--- config.mk ---
export PLATFORM = sky130hd
export DESIGN_NAME = ram_arbiter
export DESIGN_NICKNAME = d
export VERILOG_FILES = /design/src/rtl/ram_arbiter.sv
export SDC_FILE = /design/constraint.sdc
export NUM_CORES = 1
export LEC_CHECK = 0
export BUFFER_PORTS_ARGS = -buffer_cell sky130_fd_sc_hd__buf_2
export CAP_MARGIN = 10
export CORE_MARGIN = 3
export CORE_UTILIZATION = 34
export DETAILED_ROUTE_END_ITERATION = 7
export PLACE_DENSITY_LB_ADDON = 0.15
export REMOVE_ABC_BUFFERS = 1
export SYNTH_ARGS = -nofsm -noshare
export SYNTH_HDL_FRONTEND = slang
export SYNTH_SLANG_ARGS = --single-unit
export TNS_END_PERCENT = 1
--- constraint.sdc ---
create_clock -name clk -period 1.3 [get_ports clk]
set_clock_uncertainty 0.05 [all_clocks]
set_input_delay 0.26 -clock clk [delete_from_list [all_inputs] [get_ports clk]]
set_output_delay 0.26 -clock clk [all_outputs]
set_load 0.05 [all_outputs]
--- src/rtl/ram_arbiter.sv ---
// Single-port RAM arbiter between the pipeline MEM stage and a loader/debug requester.
// Optional macro ARB_STARVE_GUARD_EN adds a starvation guard that forces a loader slot.
module ram_arbiter #(
    parameter int STARVE_LIMIT = 4
) (
    input  logic       clk,
    input  logic       rst,
    input  logic       p_valid,
    input  logic       p_we,
    input  logic [7:0] p_addr,
    input  logic [7:0] p_wdata,
    input  logic       l_req,
    input  logic       l_we,
    input  logic [7:0] l_addr,
    input  logic [7:0] l_wdata,
    output logic       l_gnt,
    output logic [7:0] l_rdata,
    output logic       l_rvalid,
    output logic       ram_we,
    output logic [7:0] ram_addr,
    output logic [7:0] ram_wdata,
    input  logic [7:0] ram_rdata,
    output logic       stall
);

    logic p_own;
    logic l_own;

`ifdef ARB_STARVE_GUARD_EN
    typedef enum logic [1:0] {
        ST_IDLE,
        ST_WAIT,
        ST_FORCE
    } state_t;

    localparam logic [2:0] LIMIT = 3'(STARVE_LIMIT);

    state_t     state_reg;
    logic [2:0] cnt_reg;
    logic       stall_reg;

    always_ff @(posedge clk or posedge rst) begin
        if (rst) begin
            state_reg <= ST_IDLE;
            cnt_reg   <= 3'd0;
            stall_reg <= 1'b0;
        end else begin
            stall_reg <= 1'b0;
            case (state_reg)
                ST_IDLE: begin
                    if (p_valid && l_req) begin
                        cnt_reg <= 3'd1;
                        // A limit of one means the very first denial already earns a slot
                        if (LIMIT == 3'd1) begin
                            state_reg <= ST_FORCE;
                            stall_reg <= 1'b1;
                        end else begin
                            state_reg <= ST_WAIT;
                        end
                    end
                end
                ST_WAIT: begin
                    if (!l_req || !p_valid) begin
                        state_reg <= ST_IDLE;
                        cnt_reg   <= 3'd0;
                    end else begin
                        cnt_reg <= cnt_reg + 3'd1;
                        if (cnt_reg + 3'd1 == LIMIT) begin
                            state_reg <= ST_FORCE;
                            stall_reg <= 1'b1;
                        end
                    end
                end
                ST_FORCE: begin
                    state_reg <= ST_IDLE;
                    cnt_reg   <= 3'd0;
                end
                default: begin
                    state_reg <= ST_IDLE;
                    cnt_reg   <= 3'd0;
                end
            endcase
        end
    end

    always_comb begin
        p_own = 1'b0;
        l_own = 1'b0;
        case (state_reg)
            ST_IDLE: begin
                p_own = p_valid;
                l_own = l_req && !p_valid;
            end
            ST_WAIT: begin
                // A dropped request in WAIT is a protocol violation: no loader grant
                p_own = p_valid;
                l_own = l_req && !p_valid;
            end
            ST_FORCE: begin
                l_own = 1'b1;
            end
            default: begin
                p_own = 1'b0;
                l_own = 1'b0;
            end
        endcase
    end

    assign stall = stall_reg && !rst;
`else
    always_comb begin
        p_own = p_valid;
        l_own = l_req && !p_valid;
    end

    assign stall = 1'b0;
`endif

    assign l_gnt = l_own && !rst;

    // RAM port follows the owner combinationally; idle or reset drives all zeros
    always_comb begin
        ram_we    = 1'b0;
        ram_addr  = 8'd0;
        ram_wdata = 8'd0;
        if (!rst) begin
            if (l_own) begin
                ram_we    = l_we;
                ram_addr  = l_addr;
                ram_wdata = l_we ? l_wdata : 8'd0;
            end else if (p_own) begin
                ram_we    = p_we;
                ram_addr  = p_addr;
                ram_wdata = p_we ? p_wdata : 8'd0;
            end
        end
    end

    always_ff @(posedge clk or posedge rst) begin
        if (rst) begin
            l_rdata  <= 8'd0;
            l_rvalid <= 1'b0;
        end else begin
            l_rvalid <= l_gnt && !l_we;
            if (l_gnt && !l_we) begin
                l_rdata <= ram_rdata;
            end
        end
    end

endmodule

=== Yosys cells after proc, flatten, opt, wreduce, memory -nomap -nowiden ===
Cells that the tools add are included.
Widths: inputs -> output; s select.

* Flip-flop bits (word level): 9
* Input port bits: 46
* Word-level logic and storage cells: 19

* Multiplexer cells: 11
* Reductions and logical operators: 6

{| class="wikitable"
|+ Operators by type and width
! cell !! count
|-
| $mux 8 || 8
|-
| $logic_and 1x1->1 || 3
|-
| $logic_not 1->1 || 3
|-
| $mux 1 || 3
|}

=== Depth between registers and ports, before layout ===
* Depth after elaboration: 4
* Depth in mapped cells: 4

=== Least setup slack after synthesis ===
Ideal clock, no wire load.

* Path kind: in2out
* Start: input port l_req
* End: output port l_gnt
* Arrival: 1.887 ns
* Data required time: 0.990 ns
* Setup slack: -0.897 ns
* Stages on the path: 3
* Path buffers: 2
* Cell sequence: buf_2 > buf_1 > nor3b_1

* Cells in the longest elaborated chain, start to end: 2

{| class="wikitable"
|+ Ends and longest elaborated chain
! element !! line !! source
|-
| start, declared || 12 || <nowiki>input logic l_req,</nowiki>
|-
| $logic_and 1x1->1 || 113 || <nowiki>l_own = l_req && !p_valid;</nowiki>
|-
| $logic_and 1x1->1 || 119 || <nowiki>assign l_gnt = l_own && !rst;</nowiki>
|-
| end, declared || 16 || <nowiki>output logic l_gnt,</nowiki>
|}

Every way passes these cells.

=== Final worst setup path ===
* Start: input port p_valid
* End: output port ram_wdata[1]

* Cells in the longest elaborated chain, start to end: 4
* Elaborated cells between the ends (all ways): 5

{| class="wikitable"
|+ Ends and longest elaborated chain
! element !! line !! source
|-
| start, declared || 8 || <nowiki>input logic p_valid,</nowiki>
|-
| $logic_not 1->1 || 113 ||
|-
| $logic_and 1x1->1 || 113 ||
|-
| $mux 8 (*) || 127 || <nowiki>if (l_own) begin</nowiki>
|-
| $mux 8 (*) || 126 || <nowiki>if (!rst) begin</nowiki>
|-
| end, declared || 21 || <nowiki>output logic [7:0] ram_wdata,</nowiki>
|}

Mark *: on every way between the ends. The rest lies on a longest branch, timed or not.

==> results by stage <==
Placed design:
- The number of buffers added on ports is 72.
- After detailed placement, the design holds a cell count of 177.
- The detailed-placement wirelength estimate is 1850 um.
- The placer congestion estimate is 0.620.

Setup path:
- STA classifies the critical path endpoint as an output port.
- The required time at the worst-slack endpoint is 0.99 ns.
- The cell family with the largest share of critical-path delay is buffers and inverters.
- Along the worst path, the maximum fanout reaches 6.
- The flop-to-flop setup slack is 0.48 ns.
- STA classifies the critical path startpoint as an input port.
- The peak per-stage delay on the critical path is 0.20 ns.
- Traced cell by cell, the critical path runs through buf_12, buf_2, nand4b_1, a21oi_2, buf_6.
- The reg-to-reg critical path startpoint is l_rdata[3]$_DFFE_PP0P_.
- The capture instance of the worst register-to-register path is l_rdata[3]$_DFFE_PP0P_.
- The count of buffering cells on the critical path with inverters included is 3.
- The endpoint arrival time on the critical path is 1.09 ns.
- The worst-path cell with the longest stage delay is sky130_fd_sc_hd__nand4b_1.
- The worst setup path is of the input port to output port kind.
- The number of cells on the worst reg-to-reg path is 1.

Floorplanning:
- The die footprint is 0.00266 mm^2.
- The vertical die dimension is 51.6 um.
- The area inside the core boundary is 0.00184 mm^2.
- During I/O placement, the number of pins put on the boundary was 74.
- The floorplan die width is 51.6 um.
- The initialized floorplan defines 15 standard-cell rows.
- The initial utilization of the core area, before any placement, comes to 0.384.

Global routing:
- The maximum number of pins on one net before global-route repair is 17.
- The final global-route overflow total is 0.
- The number of antenna violations at the first check in global routing is 0.
- The number of global-route vias before repair is 879.
- The global-route wire length before repair is 3680 um.
- For this run, the total global-route usage over all layers was measured as 0.179.

Clocking:
- The clock transition at the registers of the reported paths is 0.06 ns.
- TritonCTS built the clock tree.
- The root buffer cell is sky130_fd_sc_hd__clkbuf_4.
- Counting the buffers created by CTS gives 3.
- CTS built an H-tree with a depth of 1.
- No sink is reached through more buffers than the 2 on the longest clock path.
- The clock reaches the later pin of the worst-skew pair after 0.25 ns.
- The clock drives 9 sinks.
- The number of buffers added to fix hold violations after cts is 0.

Logic synthesis:
- The share of synthesized area in the top cell type comes to 0.319.
- The most used flip-flop cell after synthesis is sky130_fd_sc_hd__dfrtp_1.
- Synthesis produced a netlist whose cell count is 83.
- The netlist area before placement is 706 um^2.
- Counting flops and latches in the post-synthesis netlist gives 9.
- sky130_fd_sc_hd__dfrtp_1 takes more of the synthesized area than any other cell.
- The share of synthesized registers carrying an async set or reset is 1.00.
- For this run, the number of Yosys warnings is 0.
- The average instance area after synthesis is 8.50 um^2.
- The commonest cells after synthesis are 17 x sky130_fd_sc_hd__a21oi_1, 9 x sky130_fd_sc_hd__dfrtp_1, 9 x sky130_fd_sc_hd__nand2_1, 9 x sky130_fd_sc_hd__nand3b_1.
- After synthesis, the cell types taking the most area are sky130_fd_sc_hd__dfrtp_1 32%, sky130_fd_sc_hd__mux2_2 13%, sky130_fd_sc_hd__a21oi_1 12%.
- The most frequent cell after synthesis is sky130_fd_sc_hd__a21oi_1.
- The post-synthesis sequential area ratio is 0.319.
- The number of distinct library cells after synthesis is 16.
- The number of flops mapped to enable cells by yosys is 0.

Timing:
- After layout, the worst setup slack is -0.0995 ns.
- In the finished design, the share of the clock period the worst path needs comes to 1.08.
- The number of endpoints with negative hold slack in the final report is 0.
- Counting I/O delays and the setup requirement, the final critical path takes 1.40 ns.
- Setup repair after global routing could not meet its margin everywhere.
- Setup violations remaining at the end of the flow were counted as 15.
- Static timing analysis puts the maximum clock frequency at 715 MHz.
- The max-slew violation count is 0.

Final layout:
- The relative area change from synthesis to final layout is 92.9%.
- The multi-input combinational cells in the finished layout cover a total of 464 um^2.
- The area used by sequential logic in the layout is 225 um^2.
- The fraction of layout cells with a size suffix above 1 is 0.671.
- For this run, the post-layout net count is 208.
- The filler cells instantiated in the layout total 150.
- The repair_antennas step left the layout with diodes totalling 0.
- The number of standard cells in the layout, taps in and fillers out is 186.

Status:
- The final reports fail on negative setup slack.
- The run finished, with violations left.

Routing:
- The total via count in the routed design is 957.
- In this run the remaining antenna-violating nets after routing total 0.
- The total met2 wirelength after detailed routing is 1450 um.
- The number of iterations in the first detailed-routing pass is 4.
- In the routed layout, each cell is associated on average with a via count of 5.15.
- The highest metal layer with signal wires is met4.
- For this run, design rule violations remaining after detail routing come to 0.
- For this block, wires on met1 add up to 956 um.
- The average wire per standard cell is 14.3 um.
- The final routed wirelength across all metal layers is 2660 um.
- The met3 wirelength from detailed routing is 249 um.
- After the first detailed-routing iteration, the DRC count stood at 14.

Worst hold path:
- The endpoint with the worst hold slack is l_rdata[5]$_DFFE_PP0P_.
- The start point of the worst min-delay path is ram_rdata[5].
- Along the worst hold path, the cell count comes to 2.
- The worst min-delay path category is input port to register.

Pwr:
- The sequential power share is 0.283.
- In this run the static leakage power is 0.659 nW.
- Of the total power, combinational logic draws 0.551.
- The total chip power is 1.28 mW.
- The power density over cell area is 939 mW/mm^2.
- The analysis attributes to net switching a power of 0.577 mW.
- IR analysis of the VDD net gives a maximum drop of 704 uV.
- The part of the total power dissipated in the clock network is 0.166.
- The internal cell power is 0.702 mW.
- The fraction of power spent switching nets is 0.451.

Run:
- Across the run, the number of max-cap violations was 0.
## layout make-up
| class | count | area share |
|---|---|---|
| Clock buffer | 4 | 0.0193 |
| Multi-Input combinational cell | 62 | 0.341 |
| Timing Repair Buffer | 85 | 0.449 |
| Sequential cell | 9 | 0.165 |
| Tap cell | 25 | 0.0230 |
| Inverter | 1 | 0.00276 |
## registers in the layout, summed over array words and instances (netlist names)
| signal | cells |
|---|---|
| l_rdata | 8 |
| l_rvalid | 1 |
## cell usage in the layout, fill, tap and decap left out
cell type                   netlist  layout
sky130_fd_sc_hd__clkbuf_1         5       1
sky130_fd_sc_hd__nor4b_4          1       1
sky130_fd_sc_hd__buf_4            1      17
sky130_fd_sc_hd__clkbuf_16        0       1
sky130_fd_sc_hd__buf_12           0       4
sky130_fd_sc_hd__mux2_2           8       8
sky130_fd_sc_hd__conb_1           1       1
sky130_fd_sc_hd__nand3b_1         9       9
sky130_fd_sc_hd__buf_6            1      10
sky130_fd_sc_hd__inv_1            1       1
sky130_fd_sc_hd__nand4b_1         8       8
sky130_fd_sc_hd__buf_2            2      53
sky130_fd_sc_hd__a21oi_1         17       7
sky130_fd_sc_hd__nand2_1          9       9
sky130_fd_sc_hd__nand3_1          8       8
sky130_fd_sc_hd__nor3b_2          0       1
sky130_fd_sc_hd__dfrtp_1          9       9
sky130_fd_sc_hd__clkbuf_4         0       3
sky130_fd_sc_hd__a21oi_2          0      10
## what timing repair did
item | CTS | global route
buffers inserted | 1 | 3
endpoints found under the hold margin | 0 | 0
setup endpoints to repair | 18 | 15
pin swaps | 13 | 7
gates resized for setup | 26 | 20
cloned | 0 | 1
## through the flow
stage / hold WS [ns] / setup TNS [ns] / area, um^2 / worst slack, ns / util
floorplan: 0.0379 / -3.93 / 651 / -0.428 / -
global placement: 0.434 / -4.02 / 1140 / -0.191 / 0.620
detailed placement: 0.440 / -4.28 / 1140 / -0.237 / 0.620
CTS: 0.176 / -0.342 / 1250 / -0.0482 / 0.679
global route: 0.161 / -1.12 / 1360 / -0.155 / 0.740
finish: 0.182 / -0.559 / 1360 / -0.0995 / 0.740
## power groups by stage
stage,logic [mW],registers [mW],clock network [mW]
floorplan,0.202,0.566,0
global placement,0.627,0.363,0
detailed placement,0.638,0.365,0
CTS,0.668,0.361,0.221
finish,0.704,0.362,0.213
global route,0.736,0.367,0.251
## cells by family (layout without fill, tap and decap cells)
logic type / Yosys count / after routing / synth area share
compound gates: 17 / 17 / 0.121
other cells: 1 / 1 / 0.00531
mux: 8 / 8 / 0.128
simple gates: 36 / 36 / 0.344
buf+inv: 12 / 90 / 0.0833
flops: 9 / 9 / 0.319
## how the worst max path moves through the flow
stage            start      endpoint  slack [ns]  depth (start not counted)
6_report       p_valid  ram_wdata[1]        -0.1                          5
2_1_floorplan  p_valid         l_gnt       -0.43                          1
3_5_place_dp   p_valid   ram_addr[7]       -0.24                          5
5_1_grt        p_valid  ram_wdata[1]       -0.15                          5
4_1_cts        p_valid  ram_wdata[4]       -0.05                          5
3_3_place_gp   p_valid  ram_wdata[5]       -0.19                          5
## routing by layer
metal | GRT usage | vias to the layer above
met4 | 0.0262 | 0
met1 | 0.190 | 451
met5 | 0 | -
met2 | 0.347 | 51
li1 | - | 453
met3 | 0.0544 | 2
(Power assumes the default switching activity.)
